===== config.mk =====
export PLATFORM = sky130hd
export DESIGN_NAME = dport_arbiter
export DESIGN_NICKNAME = d
export VERILOG_FILES = /design/src/rtl/dport_arbiter.sv
export SDC_FILE = /design/constraint.sdc
export NUM_CORES = 1
export LEC_CHECK = 0
export BUFFER_PORTS_ARGS = -buffer_cell sky130_fd_sc_hd__buf_2
export CORE_AREA = 4 4 122 124
export CTS_CLUSTER_DIAMETER = 40
export DETAILED_ROUTE_END_ITERATION = 12
export DIE_AREA = 0 0 126 128
export GPL_TIMING_DRIVEN = 0
export HOLD_SLACK_MARGIN = 0.05
export PLACE_DENSITY = 0.46
export SYNTH_ARGS = -nofsm -noshare
export SYNTH_HDL_FRONTEND = slang
export SYNTH_SLANG_ARGS = --single-unit

===== constraint.sdc =====
create_clock -name clk_i -period 5.7 [get_ports clk_i]
set_input_delay 0.855 -clock clk_i [delete_from_list [all_inputs] [get_ports clk_i]]
set_output_delay 0.855 -clock clk_i [all_outputs]
set_load 0.03 [all_outputs]

===== src/rtl/dport_arbiter.sv =====
// Round-robin arbiter sharing the hart data port between the LSQ (r0) and a secondary master (r1).
// An in-order ID queue records the issuer of every request and steers each response back to it.
module dport_arbiter #(
  parameter int XLEN           = 32,
  parameter int C_OSTD_DEPTH_X = 2
) (
  input  logic            clk_i,
  input  logic            resetb_i,
  input  logic            clk_en_i,
  // requester 0
  output logic            r0_reqready_o,
  input  logic            r0_reqvalid_i,
  input  logic            r0_reqdvalid_i,
  input  logic [1:0]      r0_reqhpl_i,
  input  logic [XLEN-1:0] r0_reqaddr_i,
  input  logic [XLEN-1:0] r0_reqdata_i,
  input  logic            r0_rspready_i,
  output logic            r0_rspvalid_o,
  output logic            r0_rsprerr_o,
  output logic            r0_rspwerr_o,
  output logic [XLEN-1:0] r0_rspdata_o,
  // requester 1
  output logic            r1_reqready_o,
  input  logic            r1_reqvalid_i,
  input  logic            r1_reqdvalid_i,
  input  logic [1:0]      r1_reqhpl_i,
  input  logic [XLEN-1:0] r1_reqaddr_i,
  input  logic [XLEN-1:0] r1_reqdata_i,
  input  logic            r1_rspready_i,
  output logic            r1_rspvalid_o,
  output logic            r1_rsprerr_o,
  output logic            r1_rspwerr_o,
  output logic [XLEN-1:0] r1_rspdata_o,
  // external data bus
  input  logic            dreqready_i,
  output logic            dreqvalid_o,
  output logic            dreqdvalid_o,
  output logic [1:0]      dreqhpl_o,
  output logic [XLEN-1:0] dreqaddr_o,
  output logic [XLEN-1:0] dreqdata_o,
  output logic            drspready_o,
  input  logic            drspvalid_i,
  input  logic            drsprerr_i,
  input  logic            drspwerr_i,
  input  logic [XLEN-1:0] drspdata_i
);

  localparam int DEPTH = 2 ** C_OSTD_DEPTH_X;
  localparam logic [C_OSTD_DEPTH_X:0] DEPTH_C = (C_OSTD_DEPTH_X + 1)'(DEPTH);

  logic                      prio, lock, lock_id, sel;
  logic                      sel_reqvalid, idq_full, idq_empty, head;
  logic                      push, pop;
  logic [DEPTH-1:0]          idq_mem;
  logic [C_OSTD_DEPTH_X-1:0] wptr, rptr;
  logic [C_OSTD_DEPTH_X:0]   cnt;

  assign idq_full  = (cnt == DEPTH_C);
  assign idq_empty = (cnt == '0);
  assign head      = idq_mem[rptr];

  // A stalled grant stays locked so the pending payload cannot change under the bus.
  always_comb begin
    sel = 1'b0;
    if (lock)
      sel = lock_id;
    else if (r0_reqvalid_i && r1_reqvalid_i)
      sel = prio;
    else if (r1_reqvalid_i)
      sel = 1'b1;
  end

  assign sel_reqvalid  = sel ? r1_reqvalid_i : r0_reqvalid_i;
  assign dreqvalid_o   = sel_reqvalid & ~idq_full;
  assign dreqdvalid_o  = sel ? r1_reqdvalid_i : r0_reqdvalid_i;
  assign dreqhpl_o     = sel ? r1_reqhpl_i    : r0_reqhpl_i;
  assign dreqaddr_o    = sel ? r1_reqaddr_i   : r0_reqaddr_i;
  assign dreqdata_o    = sel ? r1_reqdata_i   : r0_reqdata_i;
  assign r0_reqready_o = ~sel & r0_reqvalid_i & dreqready_i & ~idq_full;
  assign r1_reqready_o =  sel & r1_reqvalid_i & dreqready_i & ~idq_full;

  assign drspready_o   = ~idq_empty & (head ? r1_rspready_i : r0_rspready_i);
  assign r0_rspvalid_o = drspvalid_i & ~idq_empty & ~head;
  assign r1_rspvalid_o = drspvalid_i & ~idq_empty &  head;
  assign r0_rsprerr_o  = drsprerr_i;
  assign r1_rsprerr_o  = drsprerr_i;
  assign r0_rspwerr_o  = drspwerr_i;
  assign r1_rspwerr_o  = drspwerr_i;
  assign r0_rspdata_o  = drspdata_i;
  assign r1_rspdata_o  = drspdata_i;

  assign push = clk_en_i & dreqvalid_o & dreqready_i;
  assign pop  = clk_en_i & drspvalid_i & drspready_o;

  always_ff @(posedge clk_i or negedge resetb_i) begin
    if (!resetb_i) begin
      prio    <= 1'b0;
      lock    <= 1'b0;
      lock_id <= 1'b0;
      wptr    <= '0;
      rptr    <= '0;
      cnt     <= '0;
    end else if (clk_en_i) begin
      if (push) begin
        prio <= ~sel;
        lock <= 1'b0;
      end else if (dreqvalid_o && !dreqready_i) begin
        lock    <= 1'b1;
        lock_id <= sel;
      end
      if (push)
        wptr <= wptr + 1'b1;
      if (pop)
        rptr <= rptr + 1'b1;
      cnt <= cnt + (C_OSTD_DEPTH_X + 1)'(push) - (C_OSTD_DEPTH_X + 1)'(pop);
    end
  end

  // Queue storage holds only requester IDs; validity comes from cnt, so it needs no reset.
  always_ff @(posedge clk_i) begin
    if (push)
      idq_mem[wptr] <= sel;
  end

endmodule


==> flow_metrics.env, run 1 <==
export IMPL_swShare=0.531
export IMPL_required_ns=4.85
export IMPL_hold_path_class="in -> async"
export IMPL_antennaDiodeCount=0
export IMPL_ys_flop_type="dfrtp_1"
export IMPL_syn_nets=404
export IMPL_yosysWarnings=0
export IMPL_grt_max_degree=14
export IMPL_clkTransAtPathRegs_ns=0.05
export IMPL_post_cts_setup_buffers=0
export IMPL_intPower_w=0.000725
export IMPL_p_switching_w=0.000820
export IMPL_fmaxAchievable_ghz=0.305
export IMPL_grt_pass1_vias=2578
export IMPL_netlist_area_mm2=0.00215
export IMPL_core_area_mm2=0.0138
export IMPL_syn_avg_cell_area_um2=9.75
export IMPL_die_x_um=126
export IMPL_area_growth_pct=79.9
export IMPL_h_tree_depth=1
export IMPL_critPathMaxStageDelay_ns=0.40
export IMPL_yosysSeqAreaShare=0.173
export IMPL_die_y_um=128
export IMPL_drv_cap=0
export IMPL_cts_buffers=3
export IMPL_status="finished clean"
export IMPL_pwr_share_comb=0.795
export IMPL_grt_overflow=0
export IMPL_synth_top_cells_by_area="mux2_2, buf_4, dfrtp_1"
export IMPL_fin_nets=691
export IMPL_clk_latency_ns=0.24
export IMPL_critPathArrivalTime_ns=2.42
export IMPL_async_flop_share=0.714
export IMPL_cp_end_kind="output pin"
export IMPL_vias_per_cell=3.68
export IMPL_netlist_top_cells_count="buf_4, mux2_2, dfrtp_1"
export IMPL_r2r_start="rptr[1]"
export IMPL_cp_startpoint="r0_reqvalid_i"
export IMPL_worstSetupStartpointType="input pin"
export IMPL_max_slew_margin_rel=0.754
export IMPL_layout_setup_ws_ns=2.42
export IMPL_grt_pass1_wl_um=13900
export IMPL_dieArea_mm2=0.0161
export IMPL_tns_ns=0
export IMPL_ios=318
export IMPL_ys_seq_elements=14
export IMPL_crit_slowest_cell="mux2_2"
export IMPL_path_cells="buf_2, a211oi_1, a21o_1, buf_2, buf_2, mux2_2, buf_2"
export IMPL_path_common_cell="buf_2"
export IMPL_synth_edff_count=4
export IMPL_cts_tree="built"
export IMPL_powerDensity_mw_per_mm2=400
export IMPL_io_buffers=282
export IMPL_syn_inst=220
export IMPL_slew_violations=0
export IMPL_ctsHoldBuffers=0
export IMPL_num_rows=43
export IMPL_dp_hpwl_um=9000
export IMPL_pre_cts_ws_ns=2.39
export IMPL_tightest_slew_ns=0.369
export IMPL_drive_gt1_frac=0.862
export IMPL_firstDrtPassIters=2
export IMPL_setup_viol=0
export IMPL_postRouteAntennaNets=0
export IMPL_gp_congestion=0.774
export IMPL_setup_worst_path_class="in -> out"
export IMPL_cp_max_fo=10
export IMPL_yosys_cell_types_count=31
export IMPL_p_clk_frac=0.086
export IMPL_period_minus_slack_ns=3.28
export IMPL_yosysTopAreaCell="mux2_2"
export IMPL_irDropWorstVdd_mv=0.183
export IMPL_wire_per_inst_um=14.1
export IMPL_fin_crit_sh=0.575
export IMPL_stdcell_count=686
export IMPL_drcViolationCount=0
export IMPL_antenna_found_initial=1
export IMPL_pwr_share_seq=0.119
export IMPL_start_util=0.156
export IMPL_cts_resized=0
export IMPL_track_usage=0.107
export IMPL_clock_skew_ns=0.00170
export IMPL_hold_viol=0
export IMPL_root_buffer="clkbuf_16"
export IMPL_cts_sinks=14
export IMPL_first_iter_violations=40
export IMPL_wirelength_um=9680
export IMPL_yosysTopAreaCellShare=0.357
export IMPL_via_count=2527
export IMPL_reg2reg_depth=12
export IMPL_dpl_cell_count=682
export IMPL_clockBufferDepth=2
export IMPL_leakage_nw=2.17
export IMPL_rsz0062_at_grt="false"
==> per-layer routing <==
metal | track usage | routed length (µm) | vias to the layer above
met1 | 0.127 | 3560 | 1130
li1 | - | - | 1256
met2 | 0.200 | 5280 | 131
met3 | 0.0250 | 785 | 8
met5 | 0 | 7 | -
met4 | 0.0132 | 42 | 2
==> path summary, 6_finish.rpt <==
| path | slack [ns] | end |
|---|---|---|
| max in group asynchronous | 5.01 | rptr[1] |
| min in group clk_i | 0.50 | cnt[2] |
| worst max register to register | 3.13 | cnt[2] |
| worst min-delay path | 0.48 | cnt[1] |
| worst max-delay path | 2.42 | dreqaddr_o[0] |
| worst min register to register | 0.50 | cnt[2] |
==> worst max-delay path, delay by kind of cell <==
| family | cells | cell delay [ns] |
|---|---|---|
| multiplexers | 1 | 0.40 |
| buffers and inverters | 4 | 0.80 |
| AO/OA/AOI/OAI | 2 | 0.36 |
==> registers in the layout, indices dropped and copies added, names as in the netlist <==
| name | flops |
|---|---|
| lock | 1 |
| lock_id | 1 |
| cnt | 3 |
| rptr | 2 |
| wptr | 2 |
| idq_mem | 4 |
| prio | 1 |
==> area by class of cell <==
| class | instances | area [µm²] |
|---|---|---|
| fill | 1516 | 9910 |
| timing repair buffer | 282 | 1410 |
| multi-input combinational | 121 | 1180 |
| buffer | 78 | 566 |
| sequential | 14 | 370 |
| tap | 180 | 225 |
| clock buffer | 3 | 75.1 |
| inverter | 7 | 26.3 |
| clock inverter | 1 | 3.75 |
==> cell usage in the layout, fill, tap and decap left out, drive strengths merged, types with 3 or more instances in the layout <==
cell	instances
mux2i	7
buf	359
and2	4
edfxtp	4
nor2	7
and3	3
clkbuf	4
inv	7
dfrtp	10
ha	6
nand2	4
mux2	69
==> kinds of logic (layout without fill, tap and decap cells) <==
family,after synthesis,in the layout,synth area share
adders and majority gates,7,7,0.0443
AOI/OAI and AO/OA,9,9,0.0315
DFF,14,14,0.173
and+or+nand+nor,25,25,0.0630
xor gates and xnor gates,4,4,0.0163
buffers and inverters,85,371,0.276
muxes,76,76,0.396
==> metrics by stage <==
stage / area [µm²] / hold slack [ns] / power (W) / util
after floorplan: 2150 / 0.472 / 0.00110 / -
after detailed placement: 3780 / 0.493 / 0.00143 / 0.275
after global routing: 3860 / 0.494 / 0.00165 / 0.280
after global placement: 3780 / 0.489 / 0.00142 / 0.275
after CTS: 3860 / 0.490 / 0.00157 / 0.280
final: 3860 / 0.479 / 0.00155 / 0.280
==> power by group through the flow <==
stage	Combinational, W	Clock, W	Sequential [W]
6_report	0.00123	0.000133	0.000183
5_1_grt	0.00131	0.000145	0.000192
4_1_cts	0.00125	0.000136	0.000184
3_5_place_dp	0.00125	0	0.000185
3_3_place_gp	0.00124	0	0.000183
2_1_floorplan	0.000923	0	0.000177
No activity file was read; power rests on OpenSTA's default activity.
==> run 2: changes to the inputs <==
PLACE_DENSITY = 0.48   (was 0.46)
clock period = 3 ns   (was 5.7 ns; I/O delays follow)
==> flow_metrics.env, run 2 (synthesis results as in run 1) <==
export IMPL_tns_ns=0
export IMPL_die_y_um=128
export IMPL_hold_worst_slack_ns=0.0725
export IMPL_area_growth_pct=79.9
export IMPL_fin_crit_sh=0.869
export IMPL_powerDensity_mw_per_mm2=764
export IMPL_clock_skew_ns=0.00180
export IMPL_status="finished clean"
export IMPL_fmaxAchievable_ghz=0.384
export IMPL_max_slew_margin_rel=0.750
export IMPL_clk_latency_ns=0.24
export IMPL_rsz0062_at_grt="false"
export IMPL_stdcell_count=686
export IMPL_dp_hpwl_um=8890
export IMPL_track_usage=0.108
export IMPL_regMostFlops="idq_mem"
export IMPL_gp_congestion=0.768
export IMPL_grt_overflow=0
export IMPL_dieArea_mm2=0.0161
export IMPL_cts_tree="built"
export IMPL_clkTransAtPathRegs_ns=0.05
export IMPL_grt_max_degree=14
export IMPL_tightest_slew_ns=0.375
export IMPL_final_cell_mix="buf_2, mux2_2, buf_4"
export IMPL_post_cts_setup_buffers=0
export IMPL_fin_nets=691
export IMPL_cts_sinks=14
export IMPL_antenna_found_initial=0
export IMPL_reg_top3="idq_mem: 4 flops, cnt: 3 flops"
export IMPL_antennaDiodeCount=0
export IMPL_leakage_nw=2.17
export IMPL_vias_per_cell=3.72
export IMPL_dpl_cell_count=682
export IMPL_slew_violations=0
export IMPL_cp_max_fo=3
export IMPL_core_area_mm2=0.0138
export IMPL_h_tree_depth=1
export IMPL_critPathArrivalTime_ns=2.73
export IMPL_cts_resized=0
export IMPL_wire_per_inst_um=14.1
export IMPL_drive_gt1_frac=0.862
export IMPL_worstSetupStartpointType="flip-flop"
export IMPL_grt_pass1_wl_um=14100
export IMPL_fillCellCount=1499
export IMPL_wirelength_um=9670
export IMPL_final_common_cell="buf_2"
export IMPL_firstDrtPassIters=4
export IMPL_irDropWorstVdd_mv=0.303
export IMPL_drcViolationCount=0
export IMPL_root_buffer="clkbuf_16"
export IMPL_io_buffers=282
export IMPL_hold_viol=0
export IMPL_first_iter_violations=59
export IMPL_via_count=2553
export IMPL_ios=318
export IMPL_largest_reg_flops=4
export IMPL_cts_buffers=3
export IMPL_cp_end_kind="flip-flop"
export IMPL_num_rows=43
export IMPL_die_x_um=126
export IMPL_setup_viol=0
export IMPL_postRouteAntennaNets=0
export IMPL_setup_worst_path_class="reg -> reg"
export IMPL_grt_pass1_vias=2724
export IMPL_hold_path_class="in -> async"
export IMPL_required_ns=3.13
export IMPL_drv_cap=0
export IMPL_clockBufferDepth=2
export IMPL_period_minus_slack_ns=2.61
export IMPL_ctsHoldBuffers=0
export IMPL_start_util=0.156
## run 2: power by group
part | internal [W] | switching, W | leakage (nW) | total, W
combinational | 0.000928 | 0.00142 | 1.98 | 0.00235
sequential | 0.000278 | 0.0000725 | 0.153 | 0.000350
clock | 0.000176 | 0.0000776 | 0.0385 | 0.000254
## run 2: final cells by class
class	count	area, µm²	share of cell area
buffer	78	566	0.146
clock buffer	3	75.1	0.0194
clock inverter	1	3.75	0.000972
inverter	7	26.3	0.00680
multi-input combinational	121	1180	0.307
sequential	14	370	0.0959
tap	180	225	0.0583
timing repair buffer	282	1410	0.366
## run 2: worst max-delay path, stage by stage (launching register included)
cell and delay [ns]:
dfrtp_1 0.42, mux2i_1 0.17, mux2i_1 0.27, mux2i_1 0.27, nor2_1 0.08, ha_1 0.27
inv_1 0.06, ha_1 0.13, inv_1 0.05, fa_1 0.37, xor2_1 0.15, nand2_1 0.09
xnor2_1 0.15
## run 2: path summary, 6_finish.rpt
kind                                from  endpoint  slack [ns]  depth (start not counted)
worst max-delay path             rptr[1]    cnt[2]        0.39                         12
worst min-delay path            resetb_i   rptr[0]        0.07                          1
worst max register to register   rptr[1]    cnt[2]        0.39                         12
worst min register to register    cnt[2]    cnt[2]        0.52                          1
max in group asynchronous       resetb_i   wptr[0]        2.72                          1
min in group clk_i                cnt[2]    cnt[2]        0.52                          1
## run 2: metal layers
metal  GRT usage  routed length (µm)  vias to the layer above
met4      0.0132                  31                        0
li1            -                   -                     1256
met5           0                   0                        -
met1       0.131                3800                     1159
met2       0.199                5050                      134
met3      0.0246                 785                        4
## run 2: per-stage QoR
step | area [µm²] | worst slack (ns) | total power (W) | util
after global routing | 3860 | 0.158 | 0.00315 | 0.280
after CTS | 3860 | 0.358 | 0.00299 | 0.280
after detailed placement | 3780 | 0.383 | 0.00273 | 0.275
final | 3860 | 0.393 | 0.00295 | 0.280
after floorplan | 2150 | 0.358 | 0.00209 | -
after global placement | 3780 | 0.428 | 0.00270 | 0.275
